===== config.mk =====
export PLATFORM = sky130hd
export DESIGN_NAME = uart_rx
export DESIGN_NICKNAME = d
export VERILOG_FILES = /design/src/rtl/uart_pkg.sv /design/src/rtl/uart_baud_cnt.sv /design/src/rtl/uart_rx.sv
export SDC_FILE = /design/constraint.sdc
export NUM_CORES = 1
export LEC_CHECK = 0
export ABC_AREA = 1
export BUFFER_PORTS_ARGS = -buffer_cell sky130_fd_sc_hd__buf_2
export CAP_MARGIN = 10
export CELL_PAD_IN_SITES_DETAIL_PLACEMENT = 0
export CELL_PAD_IN_SITES_GLOBAL_PLACEMENT = 1
export CORE_UTILIZATION = 46
export DETAILED_ROUTE_END_ITERATION = 6
export GPL_ROUTABILITY_DRIVEN = 0
export PLACE_DENSITY_LB_ADDON = 0.1
export SYNTH_ARGS = -nofsm -noshare
export SYNTH_HDL_FRONTEND = slang
export SYNTH_SLANG_ARGS = --single-unit

===== constraint.sdc =====
create_clock -name clk -period 2.4 [get_ports clk]
set_clock_uncertainty 0.1 [all_clocks]
set_input_delay 0.12 -clock clk [delete_from_list [all_inputs] [get_ports clk]]
set_output_delay 0.12 -clock clk [all_outputs]
set_load 0.02 [all_outputs]

===== src/rtl/uart_pkg.sv =====
// Shared UART constants and receiver state encoding, common to uart_rx and UART_tx.
package uart_pkg;

  localparam logic [11:0] BAUD_DIV_DFLT = 12'd2604;
  localparam logic [11:0] HALF_DIV_DFLT = 12'd1302;

  typedef enum logic [1:0] {
    IDLE  = 2'd0,
    START = 2'd1,
    DATA  = 2'd2,
    STOP  = 2'd3
  } rx_state_t;

endpackage


===== src/rtl/uart_baud_cnt.sv =====
// Loadable 12-bit down-counter; shift_o marks the cycle whose edge takes the count to zero.
module uart_baud_cnt (
  input  logic        clk,
  input  logic        rst,
  input  logic        load_i,
  input  logic [11:0] load_val_i,
  output logic        shift_o
);

  logic [11:0] cnt_q, cnt_d;

  // A load of N makes shift_o fire N cycles later, so the sample period is exactly N.
  always_comb begin
    cnt_d = cnt_q;
    if (load_i) begin
      cnt_d = load_val_i;
    end else if (cnt_q != 12'd0) begin
      cnt_d = cnt_q - 12'd1;
    end
  end

  always_ff @(posedge clk) begin
    if (rst) begin
      cnt_q <= 12'd0;
    end else begin
      cnt_q <= cnt_d;
    end
  end

  assign shift_o = (cnt_q == 12'd1);

endmodule


===== src/rtl/uart_rx.sv =====
// 8N1 UART receiver with rdy/clr_rdy byte handshake, framing-error pulse and sticky overrun flag.
module uart_rx
  import uart_pkg::*;
#(
  parameter logic [11:0] BAUD_DIV = BAUD_DIV_DFLT,
  parameter logic [11:0] HALF_DIV = HALF_DIV_DFLT
) (
  input  logic       clk,
  input  logic       rst,
  input  logic       RX,
  input  logic       clr_rdy,
  output logic [7:0] rx_data,
  output logic       rdy,
  output logic       frm_err,
  output logic       ovr_err,
  output rx_state_t  state_o
);

  // Handshake: rdy rises in the cycle after a good stop bit and stays high with
  // rx_data frozen until clr_rdy; clr_rdy coinciding with a new byte loses to the set.
  rx_state_t   state_q, state_d;
  logic        sync1_q, sync2_q, sync3_q;
  logic [3:0]  bit_cnt_q, bit_cnt_d;
  logic [7:0]  shreg_q, shreg_d;
  logic [7:0]  rx_data_q, rx_data_d;
  logic        rdy_q, rdy_d;
  logic        frm_q, frm_d;
  logic        ovr_q, ovr_d;
  logic        load;
  logic [11:0] load_val;
  logic        shift;
  logic        rx_s;
  logic        fall;

  assign rx_s = sync2_q;
  assign fall = sync3_q & ~sync2_q;

  uart_baud_cnt u_baud (
    .clk        (clk),
    .rst        (rst),
    .load_i     (load),
    .load_val_i (load_val),
    .shift_o    (shift)
  );

  always_ff @(posedge clk) begin
    if (rst) begin
      sync1_q <= 1'b1;
      sync2_q <= 1'b1;
      sync3_q <= 1'b1;
    end else begin
      sync1_q <= RX;
      sync2_q <= sync1_q;
      sync3_q <= sync2_q;
    end
  end

  always_comb begin
    state_d   = state_q;
    bit_cnt_d = bit_cnt_q;
    shreg_d   = shreg_q;
    rx_data_d = rx_data_q;
    rdy_d     = clr_rdy ? 1'b0 : rdy_q;
    ovr_d     = clr_rdy ? 1'b0 : ovr_q;
    frm_d     = 1'b0;
    load      = 1'b0;
    load_val  = BAUD_DIV;
    case (state_q)
      IDLE: begin
        if (fall) begin
          load     = 1'b1;
          load_val = HALF_DIV;
          state_d  = START;
        end
      end
      START: begin
        if (shift) begin
          if (rx_s) begin
            state_d = IDLE;
          end else begin
            load      = 1'b1;
            bit_cnt_d = 4'd0;
            state_d   = DATA;
          end
        end
      end
      DATA: begin
        if (shift) begin
          load      = 1'b1;
          shreg_d   = {rx_s, shreg_q[7:1]};
          bit_cnt_d = bit_cnt_q + 4'd1;
          if (bit_cnt_q == 4'd7) begin
            state_d = STOP;
          end
        end
      end
      STOP: begin
        if (shift) begin
          state_d = IDLE;
          if (rx_s) begin
            rx_data_d = shreg_q;
            rdy_d     = 1'b1;
            if (rdy_q && !clr_rdy) begin
              ovr_d = 1'b1;
            end
          end else begin
            frm_d = 1'b1;
          end
        end
      end
      default: state_d = IDLE;
    endcase
  end

  always_ff @(posedge clk) begin
    if (rst) begin
      state_q   <= IDLE;
      bit_cnt_q <= 4'd0;
      shreg_q   <= 8'h00;
      rx_data_q <= 8'h00;
      rdy_q     <= 1'b0;
      frm_q     <= 1'b0;
      ovr_q     <= 1'b0;
    end else begin
      state_q   <= state_d;
      bit_cnt_q <= bit_cnt_d;
      shreg_q   <= shreg_d;
      rx_data_q <= rx_data_d;
      rdy_q     <= rdy_d;
      frm_q     <= frm_d;
      ovr_q     <= ovr_d;
    end
  end

  assign rx_data = rx_data_q;
  assign rdy     = rdy_q;
  assign frm_err = frm_q;
  assign ovr_err = ovr_q;
  assign state_o = state_q;

endmodule


==> run_results.csv, run 1 <==
group,metric,value,unit
sta,fmax,0.563,GHz
route,route.vias.total,1561,
setup_path,reg2reg_from,"u_baud.cnt_q[1]",
sta,fin_crit_sh,0.739,
pwr,power.internal,1.30,mW
die,core,0.00380,mm²
hold_path,holdCritPathClass,"input port to register",
synthesis,synth_cell_types,30,
route,via_per_inst,4.83,
sta,hold_viol,0,
global_route,grtUsageTotal,0.201,
placed_design,pre_cts_slack,0.638,ns
pwr,swShare,0.361,
synthesis,synth.cell_area,0.00188,mm²
setup_path,crit_family,"simple AND/OR/NAND/NOR gates",
global_route,antenna_found_initial,0,
synthesis,yosysSeqAreaShare,0.426,
finish,fill_cells,380,
clock_network,cts_made_buffers,5,
setup_path,cp.depth,9,
setup_path,endpoint,"u_baud.cnt_q[1]",
pwr,pwr-share-comb,0.350,
synthesis,netlist_instances,255,
global_route,grt_pass1_vias,1513,
finish,stdcell_area,0.00211,mm²
sta,fin_ws,0.625,ns
sta,tightest_slew,0.561,ns
setup_path,required,2.45,ns
die,start_util,0.494,
clock_network,htreeDepth,2,
finish,drive_gt1_frac,0.193,
finish,area_delta_synth_final,12.3,%
synthesis,yosysTopAreaCell,"dfxtp_1",
setup_path,arrival,1.83,ns
setup_path,critPathSlowestCell,"dfxtp_1",
sta,setup_violations,0,
placed_design,port_buffers,16,
finish,antenna_cells,0,
setup_path,rr_endpoint,"u_baud.cnt_q[1]",
route,drt_first_iter_violations,63,
synthesis,yosys.area.top_type_share,0.426,
clock_network,clockBufferDepth,2,
pwr,ir_drop,0.424,mV
global_route,grt.overflow.total,0,
die,die_w,65.9,µm
pwr,p_seq_frac,0.386,
route,dr.pass1.iters,4,
global_route,grt_max_degree,30,
route,wl,3740,µm
pwr,cellPowerDensity,968,mW/mm²
clock_network,cts.sinks,40,
sta,min_period,1.77,ns
clock_network,cts-root-buf,"clkbuf_8",
synthesis,yosysWarnings,0,
setup_path,crit_start,"u_baud.cnt_q[1]",
sta,finalMaxSlewViolations,0,
finish,final_common_cell,"nand2_1",
clock_network,cts_resized,0,
job,max-cap-violations,0,
route,drc,0,
route,ant_nets,0,
clock_network,post-cts-setup-buffers,0,
placed_design,dp_hpwl,2730,µm
pwr,p_leak,0.962,nW
sta,rsz0062_at_grt,"false",
clock_network,cts_tree,"built",
sta,slew_headroom,0.626,
setup_path,reg2reg_depth,9,
pwr,p_sw,0.737,mW
setup_path,path_max_fanout,11,
synthesis,synthTopCellsByArea,"dfxtp_1 (43%), nand2_1 (10%), nor2_1 (7.8%), inv_1 (5.4%), a21oi_1 (5.3%)",
setup_path,crit_buf_inv,2,
finish,layout_common_cells,"nand2_1 (50), dfxtp_1 (40), nor2_1 (39), inv_1 (27), a21oi_1 (20)",
placed_design,placed_area,0.00198,mm²
die,num_rows,22,
pwr,clockPowerShare,0.264,
pwr,power,2.04,mW
setup_path,worst_setup_path_end_kind,"register",
setup_path,path_cells,"inv_1, ha_1, inv_1, nor2_4, nand3_2, nand2_1, nor2_1, nand2_1, a21oi_1",
setup_path,start_kind,"register",
clock_network,insertion_delay,0.29,ns
sta,holdWs,0.210,ns
sta,tns,0,ns
die,dieArea,0.00434,mm²
die,ioPinCount,17,
synthesis,syn_nets,262,
setup_path,critical-path-max-stage-delay,0.32,ns
outcome,status,"finished, final reports clean",
die,die_height,65.9,µm
clock_network,clk_pin_slew,0.08,ns
synthesis,synth_seq_cells,40,
finish,fin_nets,281,
synthesis,syn_area_per_cell,7.36,µm²
clock_network,cts_hold_buf,2,
setup_path,rrSetupSlack,0.63,ns
route,wl_per_cell,11.6,µm
global_route,grt_pass1_wl,6580,µm
setup_path,critPathKind,"register to register",
per-stage QoR:
step                      std cells  utilization
after CTS                       323        0.555
final                           323        0.555
after detailed placement        313        0.521
after global routing            323        0.555
after floorplan                 255            -
after global placement          313        0.521
cells by family after synthesis:
kind of cell | after synthesis | share of synthesized area
compound gates | 35 | 0.0973
fa+ha+maj | 3 | 0.0200
flops | 40 | 0.426
buf+inv | 40 | 0.0893
simple gates | 129 | 0.330
xor+xnor | 8 | 0.0373
synthesized netlist by cell type:
| library cell | instances |
|---|---|
| clkbuf_1 | 4 |
| inv_1 | 27 |
| o21ai_0 | 8 |
| ha_1 | 3 |
| nand4_1 | 4 |
| nor2_4 | 3 |
| buf_6 | 2 |
| o21ai_1 | 3 |
| nor3b_1 | 1 |
| dfxtp_1 | 40 |
| clkinv_2 | 2 |
| nor3_1 | 2 |
| nor2_2 | 5 |
| a31oi_1 | 2 |
| nand2_1 | 50 |
| xnor2_1 | 2 |
| nor4_1 | 2 |
| o31ai_1 | 1 |
| a211oi_1 | 1 |
| nand2_4 | 1 |
| nor3_2 | 2 |
| a21oi_1 | 20 |
| nand3_4 | 1 |
| nor2_1 | 39 |
| or2_2 | 2 |
| inv_2 | 5 |
| nand2_2 | 7 |
| nand3_1 | 8 |
| xor2_1 | 6 |
| nand3_2 | 2 |
routing by layer:
metal | GRT usage | part of all wire
met1 | 0.267 | 0.53
met2 | 0.314 | 0.42
met3 | 0.0362 | 0.028
met4 | 0.0897 | 0.014
met5 | 0 | 0
state kept, by name, indices dropped and copies added, names as in the netlist, named ones only:
register and count:
rx_data 8, shreg_q 8, sync3_q 1, state_o 1
rdy 1, sync1_q 1, bit_cnt_q 4, frm_err 1
u_baud.cnt_q 12, rx_s 1, ovr_err 1
worst min path at each step:
| stage | from | endpoint | slack [ns] | cells past startpoint |
|---|---|---|---|---|
| 2_1_floorplan | RX | sync1_q | 0.12 | 1 |
| 4_1_cts | rst | u_baud.cnt_q[10] | 0.20 | 2 |
| 3_5_place_dp | RX | sync1_q | 0.21 | 2 |
| 3_3_place_gp | RX | sync1_q | 0.20 | 2 |
| 6_report | rst | u_baud.cnt_q[11] | 0.21 | 2 |
| 5_1_grt | rst | u_baud.cnt_q[10] | 0.22 | 2 |
power groups by stage:
stage / combinational (mW) / sequential [mW] / clock (mW)
6_report: 0.714 / 0.788 / 0.538
5_1_grt: 0.816 / 0.799 / 0.576
4_1_cts: 0.718 / 0.789 / 0.552
3_5_place_dp: 0.709 / 0.805 / 0
3_3_place_gp: 0.718 / 0.804 / 0
2_1_floorplan: 0.589 / 0.795 / 0
area by class of cell:
class,instances,area [µm²],area share
sequential,40,801,0.380
inverter,34,130,0.0617
tap,48,60.1,0.0285
multi-input combinational,175,910,0.431
timing repair buffer,18,100,0.0475
clock buffer,6,72.6,0.0344
clock inverter,2,35.0,0.0166
Power figures use the tool's default switching activity.
==> run 2: changes to the inputs <==
CORE_UTILIZATION = 42   (was 46)
clock period = 1.8 ns   (was 2.4 ns; I/O delays follow)
==> run 2 against run 1 <==
Effect of this change:
- critical path depth up 2
- sequential share of layout area down 0.58 points
- global-route usage down 0.54 points
- via count up 1.5%
- die area up 9.2%
- worst setup slack worse by 0.47 ns
- design area up 1.5%
- utilization down 3.8 points
- worst hold slack worse by 0.13 ns
- highest routed layer unchanged
==> run_results.csv, run 2 (same netlist as run 1, synthesis figures left out) <==
group,metric,value,unit
hold_path,holdCritPathClass,"input port to register",
pwr,cellPowerDensity,1230,mW/mm²
clock_network,insertion_delay,0.30,ns
global_route,grt_pass1_vias,1447,
sta,fin_crit_sh,0.914,
placed_design,dp_hpwl,2860,µm
die,die_w,68.9,µm
outcome,status,"finished, final reports clean",
finish,antenna_cells,0,
sta,holdWs,0.0833,ns
clock_network,clockBufferDepth,2,
route,dr.pass1.iters,4,
finish,area_delta_synth_final,14.0,%
finish,largest_register,"u_baud.cnt_q",
setup_path,crit_start,"u_baud.cnt_q[0]",
finish,final_common_cell,"nand2_1",
die,num_rows,23,
global_route,grtUsageTotal,0.196,
sta,slew_headroom,0.778,
finish,fill_cells,465,
setup_path,path_max_fanout,5,
clock_network,clk_pin_slew,0.08,ns
die,die_height,68.9,µm
finish,layout_common_cells,"nand2_1 (50), dfxtp_1 (40), nor2_1 (39), inv_1 (27), a21oi_1 (20)",
hold_path,whs_endpoint,"sync3_q",
global_route,grt_pass1_wl,6600,µm
pwr,ir_drop,0.464,mV
clock_network,cts-root-buf,"clkbuf_8",
finish,largest_reg_flops,12,
setup_path,required,1.88,ns
pwr,p_leak,0.984,nW
setup_path,arrival,1.73,ns
route,ant_nets,0,
sta,setup_violations,0,
finish,fin_util,0.517,
clock_network,htreeDepth,2,
setup_path,critPathKind,"register to register",
sta,tightest_slew,0.332,ns
route,route.vias.total,1584,
finish,drive_gt1_frac,0.214,
global_route,antenna_found_initial,0,
global_route,grt_max_degree,29,
setup_path,path_cells,"inv_1, ha_1, nand2_2, nor2_4, nand2_2, clkinv_2, nand3_4, nand2_2, inv_2, nand2_2, nor2_2",
setup_path,critical-path-max-stage-delay,0.32,ns
die,ioPinCount,17,
setup_path,reg2reg_from,"u_baud.cnt_q[0]",
sta,min_period,1.64,ns
finish,instances_no_fill,331,
route,drc,0,
hold_path,hp-start,"rst",
placed_design,port_buffers,16,
setup_path,rr_endpoint,"u_baud.cnt_q[10]",
die,core,0.00414,mm²
finish,fin_nets,287,
setup_path,path_common_cell,"nand2_2",
sta,tns,0,ns
route,wl_per_cell,11.7,µm
job,max-cap-violations,0,
die,dieArea,0.00474,mm²
sta,rsz0062_at_grt,"false",
route,wl,3880,µm
setup_path,worst_setup_path_end_kind,"register",
sta,finalMaxSlewViolations,0,
route,via_per_inst,4.79,
setup_path,critPathSlowestCell,"dfxtp_1",
setup_path,rrSetupSlack,0.16,ns
placed_design,dpl.cell_count,321,
global_route,grt.overflow.total,0,
die,start_util,0.453,
route,drt_first_iter_violations,73,
setup_path,start_kind,"register",
sta,fmax,0.608,GHz
setup_path,reg2reg_depth,11,
clock_network,cts_tree,"built",
hold_path,holdPathStages,3,
clock_network,cts.sinks,40,
sta,hold_viol,0,
clock_network,cts_made_buffers,5,
==> run 2: changes by cell type in the layout (fill, tap and decap cells not counted) <==
cell / change
bufinv_16: -1
clkinv_2: +1
nor2_4: +1
clkinv_4: +1
nor2_2: -1
clkbuf_1: -1
buf_4: +6
==> run 2: report_power, final <==
group | internal (mW) | switching (mW)
Sequential | 0.979 | 0.0723
Clock | 0.270 | 0.321
Combinational | 0.358 | 0.634
Total | 1.61 | 1.03
==> run 2: timing repair <==
action | in CTS | in global routing
hold endpoints to repair | 3 | 0
setup buffers | 0 | 0
endpoints found under the setup margin | 0 | 1
gates resized for setup | 0 | 1
hold buffers | 2 | 0
==> run 2: area by class of cell <==
type,count,area (µm²),area share
Inverter,34,130,0.0608
Multi-Input combinational cell,175,915,0.427
Sequential cell,40,801,0.374
Clock inverter,3,18.8,0.00877
Clock buffer,5,68.8,0.0321
Tap cell,50,62.6,0.0292
Timing Repair Buffer,24,145,0.0678
==> run 2: worst max-delay path: cells and delay by family (launching register included) <==
family	cells	cell delay, ns
and+or+nand+nor	7	0.63
buffers and inverters	3	0.27
DFF	1	0.32
adders and majority gates	1	0.21
==> run 2: how the worst max path moves through the flow <==
stage                        to  slack (ns)  cells past startpoint
2_1_floorplan  u_baud.cnt_q[10]        0.30                     11
3_3_place_gp   u_baud.cnt_q[10]        0.14                     11
3_5_place_dp   u_baud.cnt_q[10]        0.12                     11
4_1_cts        u_baud.cnt_q[10]         0.1                     11
5_1_grt         u_baud.cnt_q[4]        0.01                      7
6_report       u_baud.cnt_q[10]        0.16                     11
==> run 2: per-stage QoR <==
stage | area, µm² | worst slack, ns | power (mW)
finish | 2140 | 0.155 | 2.63
global route | 2140 | 0.0119 | 2.84
CTS | 2140 | 0.0951 | 2.65
detailed placement | 2030 | 0.122 | 2.04
global placement | 2030 | 0.135 | 2.07
floorplan | 1880 | 0.305 | 1.84
==> run 2: layer usage <==
layer | part of all wire | vias up | GRT usage
met3 | 0.028 | 7 | 0.0395
met1 | 0.52 | 700 | 0.266
li1 | - | 854 | -
met5 | 0 | - | 0
met4 | 0.019 | 0 | 0.0918
met2 | 0.43 | 23 | 0.294
